File: config.mk
export PLATFORM = sky130hd
export DESIGN_NAME = ifetch_unit
export DESIGN_NICKNAME = d
export VERILOG_FILES = /design/src/rtl/ifetch_unit_pkg.sv /design/src/rtl/ifetch_unit.sv
export SDC_FILE = /design/constraint.sdc
export NUM_CORES = 1
export LEC_CHECK = 0
export CAP_MARGIN = 20
export CORE_MARGIN = 3
export CORE_UTILIZATION = 46
export CTS_BUF_LIST = sky130_fd_sc_hd__clkbuf_4 sky130_fd_sc_hd__clkbuf_8 sky130_fd_sc_hd__clkbuf_16
export DETAILED_ROUTE_END_ITERATION = 10
export PLACE_DENSITY = 0.84
export SLEW_MARGIN = 20
export SYNTH_ARGS = -nofsm -noshare
export SYNTH_HDL_FRONTEND = slang
export SYNTH_SLANG_ARGS = --single-unit
File: constraint.sdc
create_clock -name clk -period 2.39 [get_ports clk]
set_input_delay 0.5975 -clock clk [delete_from_list [all_inputs] [get_ports clk]]
set_output_delay 0.5975 -clock clk [all_outputs]
set_load 0.01 [all_outputs]
File: src/rtl/ifetch_unit_pkg.sv
// Shared constants for the instruction fetch unit: FSM state encodings,
// the NOP word loaded into the instruction register on reset, and the
// default first fetch address.
package ifetch_unit_pkg;

   typedef enum logic [1:0] {
      ST_IDLE  = 2'd0,  // post-reset cycle only
      ST_FETCH = 2'd1,  // request live at pc, waiting for ack
      ST_FULL  = 2'd2,  // instruction register holds a valid word
      ST_DROP  = 2'd3   // old request still live; its response is thrown away
   } state_e;

   localparam logic [31:0] NOP_INSTR        = 32'h0000_0013;
   localparam logic [31:0] DEFAULT_RESET_PC = 32'h0000_0000;

   // Force a redirect target onto a word boundary.
   function automatic logic [31:0] align_pc(input logic [31:0] pc);
      return {pc[31:2], 2'b00};
   endfunction

endpackage

File: src/rtl/ifetch_unit.sv
// Single-entry instruction fetch unit.
//
// Handshakes:
//   memory side : imem_req is held high with imem_addr stable until a cycle
//                 with imem_ack=1; imem_rdata is valid in that same cycle and
//                 the request completes on that rising edge.
//   decode side : instr/instr_pc are meaningful only while instr_valid=1; the
//                 word is consumed on a rising edge where instr_valid=1 and
//                 stall=0, and held unchanged while stall=1.
//   redirect    : redirect_valid wins over ack and stall in every state and
//                 kills any word in flight or held.
//
// The FSM state is exported on dbg_state for checkers.
module ifetch_unit
   import ifetch_unit_pkg::*;
#(
   parameter logic [31:0] RESET_PC = DEFAULT_RESET_PC
) (
   input  logic        clk,
   input  logic        rst_n,
   output logic        imem_req,
   output logic [31:0] imem_addr,
   input  logic        imem_ack,
   input  logic [31:0] imem_rdata,
   input  logic        redirect_valid,
   input  logic [31:0] redirect_pc,
   input  logic        stall,
   output logic        instr_valid,
   output logic [31:0] instr,
   output logic [31:0] instr_pc,
   output logic [6:0]  opc,
   output logic [2:0]  funct3,
   output logic [6:0]  funct7,
   output logic        misalign_err,
   output logic [1:0]  dbg_state
);

   state_e      state_q, state_d;
   logic [31:0] pc_q, pc_d;
   // Address of the outstanding request; only differs from pc in DROP.
   logic [31:0] addr_q, addr_d;
   logic [31:0] instr_q, instr_d;
   logic [31:0] instr_pc_q, instr_pc_d;
   logic        valid_q, valid_d;
   logic        misalign_q, misalign_d;
   logic [31:0] redirect_tgt;

   assign redirect_tgt = align_pc(redirect_pc);

   // Next-state and datapath update; every target gets a hold default first.
   always_comb begin
      state_d    = state_q;
      pc_d       = pc_q;
      instr_d    = instr_q;
      instr_pc_d = instr_pc_q;
      valid_d    = valid_q;
      misalign_d = misalign_q;
      // Track pc everywhere except DROP, so entering DROP freezes the old address.
      addr_d     = (state_q == ST_DROP) ? addr_q : pc_q;

      if (redirect_valid && (redirect_pc[1:0] != 2'b00)) begin
         misalign_d = 1'b1;
      end

      case (state_q)
         ST_IDLE: begin
            state_d = ST_FETCH;
            if (redirect_valid) begin
               pc_d    = redirect_tgt;
               valid_d = 1'b0;
            end
         end

         ST_FETCH: begin
            if (redirect_valid) begin
               pc_d    = redirect_tgt;
               valid_d = 1'b0;
               // Without ack the request is still live and must be drained.
               state_d = imem_ack ? ST_FETCH : ST_DROP;
            end else if (imem_ack) begin
               instr_d    = imem_rdata;
               instr_pc_d = pc_q;
               valid_d    = 1'b1;
               pc_d       = pc_q + 32'd4;
               state_d    = ST_FULL;
            end
         end

         ST_FULL: begin
            if (redirect_valid) begin
               pc_d    = redirect_tgt;
               valid_d = 1'b0;
               state_d = ST_FETCH;
            end else if (!stall) begin
               valid_d = 1'b0;
               state_d = ST_FETCH;
            end
         end

         ST_DROP: begin
            if (redirect_valid) begin
               pc_d    = redirect_tgt;
               valid_d = 1'b0;
            end
            if (imem_ack) begin
               state_d = ST_FETCH;
            end
         end

         default: begin
            state_d = ST_IDLE;
            valid_d = 1'b0;
         end
      endcase
   end

   // State and datapath registers with asynchronous reset.
   always_ff @(posedge clk or negedge rst_n) begin
      if (!rst_n) begin
         state_q    <= ST_IDLE;
         pc_q       <= RESET_PC;
         addr_q     <= RESET_PC;
         instr_q    <= NOP_INSTR;
         instr_pc_q <= 32'h0000_0000;
         valid_q    <= 1'b0;
         misalign_q <= 1'b0;
      end else begin
         state_q    <= state_d;
         pc_q       <= pc_d;
         addr_q     <= addr_d;
         instr_q    <= instr_d;
         instr_pc_q <= instr_pc_d;
         valid_q    <= valid_d;
         misalign_q <= misalign_d;
      end
   end

   assign imem_req     = (state_q == ST_FETCH) || (state_q == ST_DROP);
   assign imem_addr    = (state_q == ST_DROP) ? addr_q : pc_q;
   assign instr_valid  = valid_q;
   assign instr        = instr_q;
   assign instr_pc     = instr_pc_q;
   assign opc          = instr_q[6:0];
   assign funct3       = instr_q[14:12];
   assign funct7       = instr_q[31:25];
   assign misalign_err = misalign_q;
   assign dbg_state    = state_q;

endmodule
==> flow_summary.json <==
{
  "grt_usage_pct": 21.3,
  "yosysMostFrequentCell": "dfrtp_1",
  "yosysTopAreaCell": "dfrtp_1",
  "p_seq_share_pct": 33.7,
  "synth_area_um2": 5570,
  "gr-total-overflow": 0,
  "ys.flop_type": "dfrtp_1",
  "yosys.area.top_type_share_pct": 56.1,
  "post_drt_via_cell_ratio": 5.25,
  "fin_util_pct": 70.8,
  "tightest_slew_ns": 0.568,
  "fp.dieH_um": 116,
  "drt_wl_total_um": 14200,
  "dieWidth_um": 116,
  "setup_tns_ns": 0,
  "async_reset_ff_share_pct": 100,
  "min_period_over_period_pct": 99.4,
  "start_util_pct": 48.0,
  "r2r_setup_slack_ns": 0.25,
  "rsz0062_at_grt": "true",
  "drv_cap": 0,
  "ys_ff_latch": 128,
  "status": "finished, final reports clean",
  "worstReg2RegStart": "dbg_state[1]",
  "crit_required_ns": 1.79,
  "ys_top_cells_by_area": "dfrtp_1, mux2_2, nand2_1",
  "clkTransAtPathRegs_ns": 0.05,
  "grt_start_max_net_pins": 66,
  "die_area_um2": 13500,
  "synth_cell_type_count": 41,
  "final_max_slew_viol_count": 0,
  "power.density_nw_per_um2": 1250,
  "gp_congestion": 0.825,
  "dr.pass1.iters": 4,
  "wire_per_inst_um": 17.8,
  "swShare_pct": 29.3,
  "antennaDiodeCount": 0,
  "vias": 4196,
  "p_leak_nw": 3.57,
  "worstSetupPathType": "flip-flop to output port",
  "synthTopCellsByCount": "dfrtp_1, mux2_2, nand2_1",
  "post-place-ws_ns": 0.0345,
  "vdd_drop_max_uv": 656,
  "timing.rr.end": "pc_q[21]",
  "grt_pass1_vias": 4425,
  "pwr-share-clk_pct": 25.3,
  "finalHoldViolations": 0,
  "grt_pass1_wl_um": 22100,
  "fin_skew_ns": 0.00481,
  "clk_path_buf_depth": 2,
  "combinationalPowerShare_pct": 41.0,
  "cts_buffers": 17,
  "setup.worst_path.start_class": "flip-flop",
  "avgSynthCellArea_um2": 12.2,
  "finalSetupViolations": 0,
  "syn2layout_area_growth_pct": 47.6,
  "synth_warnings": 0,
  "clk_latency_ns": 0.41,
  "ctsHoldBuffers": 0,
  "final_layout_size_suffix_gt1_share_pct": 28.5,
  "maxSlewHeadroom_pct": 62.1,
  "drtIter0Drc": 173,
  "internal-power_mw": 7.26,
  "setup_slack_ns": 0.0137,
  "placed_area_um2": 7540,
  "cts-root-buf": "clkbuf_16",
  "post-route-cell-area_um2": 8230,
  "cp_max_fo": 8,
  "nets": 716,
  "clock.fmax_ghz": 0.421,
  "finalCriticalPeriod_ns": 2.38,
  "cts_tree": "built",
  "numPortBuffers": 184,
  "pin_count": 187,
  "synth_edf_count": 0,
  "cts.sinks": 128,
  "dp_hpwl_um": 9970,
  "yosysSeqAreaShare_pct": 57.5,
  "p_total_mw": 10.3,
  "n_fill_cell": 822,
  "p_sw_mw": 3.01,
  "drcViolationCount": 0,
  "antenna_left": 0,
  "cts_max_level": 4,
  "rows": 39,
  "reg2reg_depth": 9,
  "cp.arrival_ns": 1.78,
  "syn_inst": 456,
  "crit_path_end_kind": "output port",
  "hold_class": "primary input to async pin",
  "core_area_um2": 11600,
  "grt_antenna_before_repair": 0
}
## worst max path at each step
stage / depth (start not counted) / startpoint / to
finish: 5 / dbg_state[1] / imem_addr[13]
global route: 5 / dbg_state[1] / imem_addr[13]
CTS: 4 / dbg_state[0] / imem_addr[24]
detailed placement: 6 / imem_ack / pc_q[21]
global placement: 7 / imem_ack / pc_q[23]
floorplan: 4 / dbg_state[0] / imem_addr[20]
## layout by cell type, fill, tap and decap left out, types with 4 or more instances in the layout
master	count
a21oi_1	8
and2_1	4
and3_1	4
buf_12	4
buf_2	6
buf_4	17
buf_6	11
clkbuf_16	19
clkbuf_2	14
clkbuf_4	5
clkbuf_8	5
clkdlybuf4s50_1	149
dfrtp_1	125
dlygate4sd2_1	5
inv_1	9
mux2_2	77
mux2_4	9
nand2_1	44
nand3_1	5
nand4_1	13
nor2_1	14
nor3_1	9
o21ai_0	27
o21ai_1	5
xnor2_1	9
xor2_1	12
## per-stage QoR
| step | std cells | hold WS (ns) |
|---|---|---|
| floorplan | 457 | 0.302 |
| global placement | 758 | 0.452 |
| detailed placement | 758 | 0.464 |
| CTS | 796 | 0.0931 |
| global route | 799 | 0.109 |
| finish | 799 | 0.0977 |
## state kept, by name, indices dropped and copies added, names as in the netlist
signal        count
addr_q           32
dbg_state         2
instr            32
instr_pc         30
instr_valid       1
misalign_err      1
pc_q             30
## layer usage
layer | vias to the layer above | track usage, % | wire (um)
li1 | 1954 | - | -
met1 | 2059 | 24.7 | 5630
met2 | 166 | 36.9 | 7250
met3 | 17 | 7.15 | 1130
met4 | 0 | 7.27 | 171
met5 | - | 0 | 0
## area by class of cell
class                   count  area (um2)  share of cell area [%]
repair buffers            209        2030                    24.7
clock buffers              27         532                    6.46
clock inverters             5        75.1                   0.913
well taps                 143         179                    2.18
flip-flops and latches    128        3210                    39.0
multi-input cells         278        2170                    26.3
inverters                   9        33.8                   0.411
## timing repair
item	CTS	global route
setup buffers	6	1
gates resized for setup	87	43
pin swaps	0	1
setup endpoints to repair	33	17
cloned	0	2
## power by group through the flow
stage	Sequential, mW	Combinational [mW]	Clock, mW
final	3.46	4.21	2.59
after global routing	3.56	4.50	2.74
after CTS	3.46	4.02	2.64
after detailed placement	3.49	4.08	0
after global placement	3.42	3.99	0
after floorplan	3.66	1.64	0
## kinds of logic after synthesis
| kind of cell | share of synthesized area, % |
|---|---|
| flops | 57.5 |
| simple gates | 9.90 |
| mux | 17.6 |
| compound gates | 5.90 |
| buf+inv | 4.85 |
| xor+xnor | 3.30 |
| fa+ha+maj | 0.898 |
| other cells | 0.0673 |
## critical path, cell delays in order, from the launching register on
cell and delay (ns):
dfrtp_1 0.39, ha_4 0.22, buf_12 0.15, buf_4 0.13, mux2_2 0.34, buf_2 0.14
(Power assumes the default switching activity.)
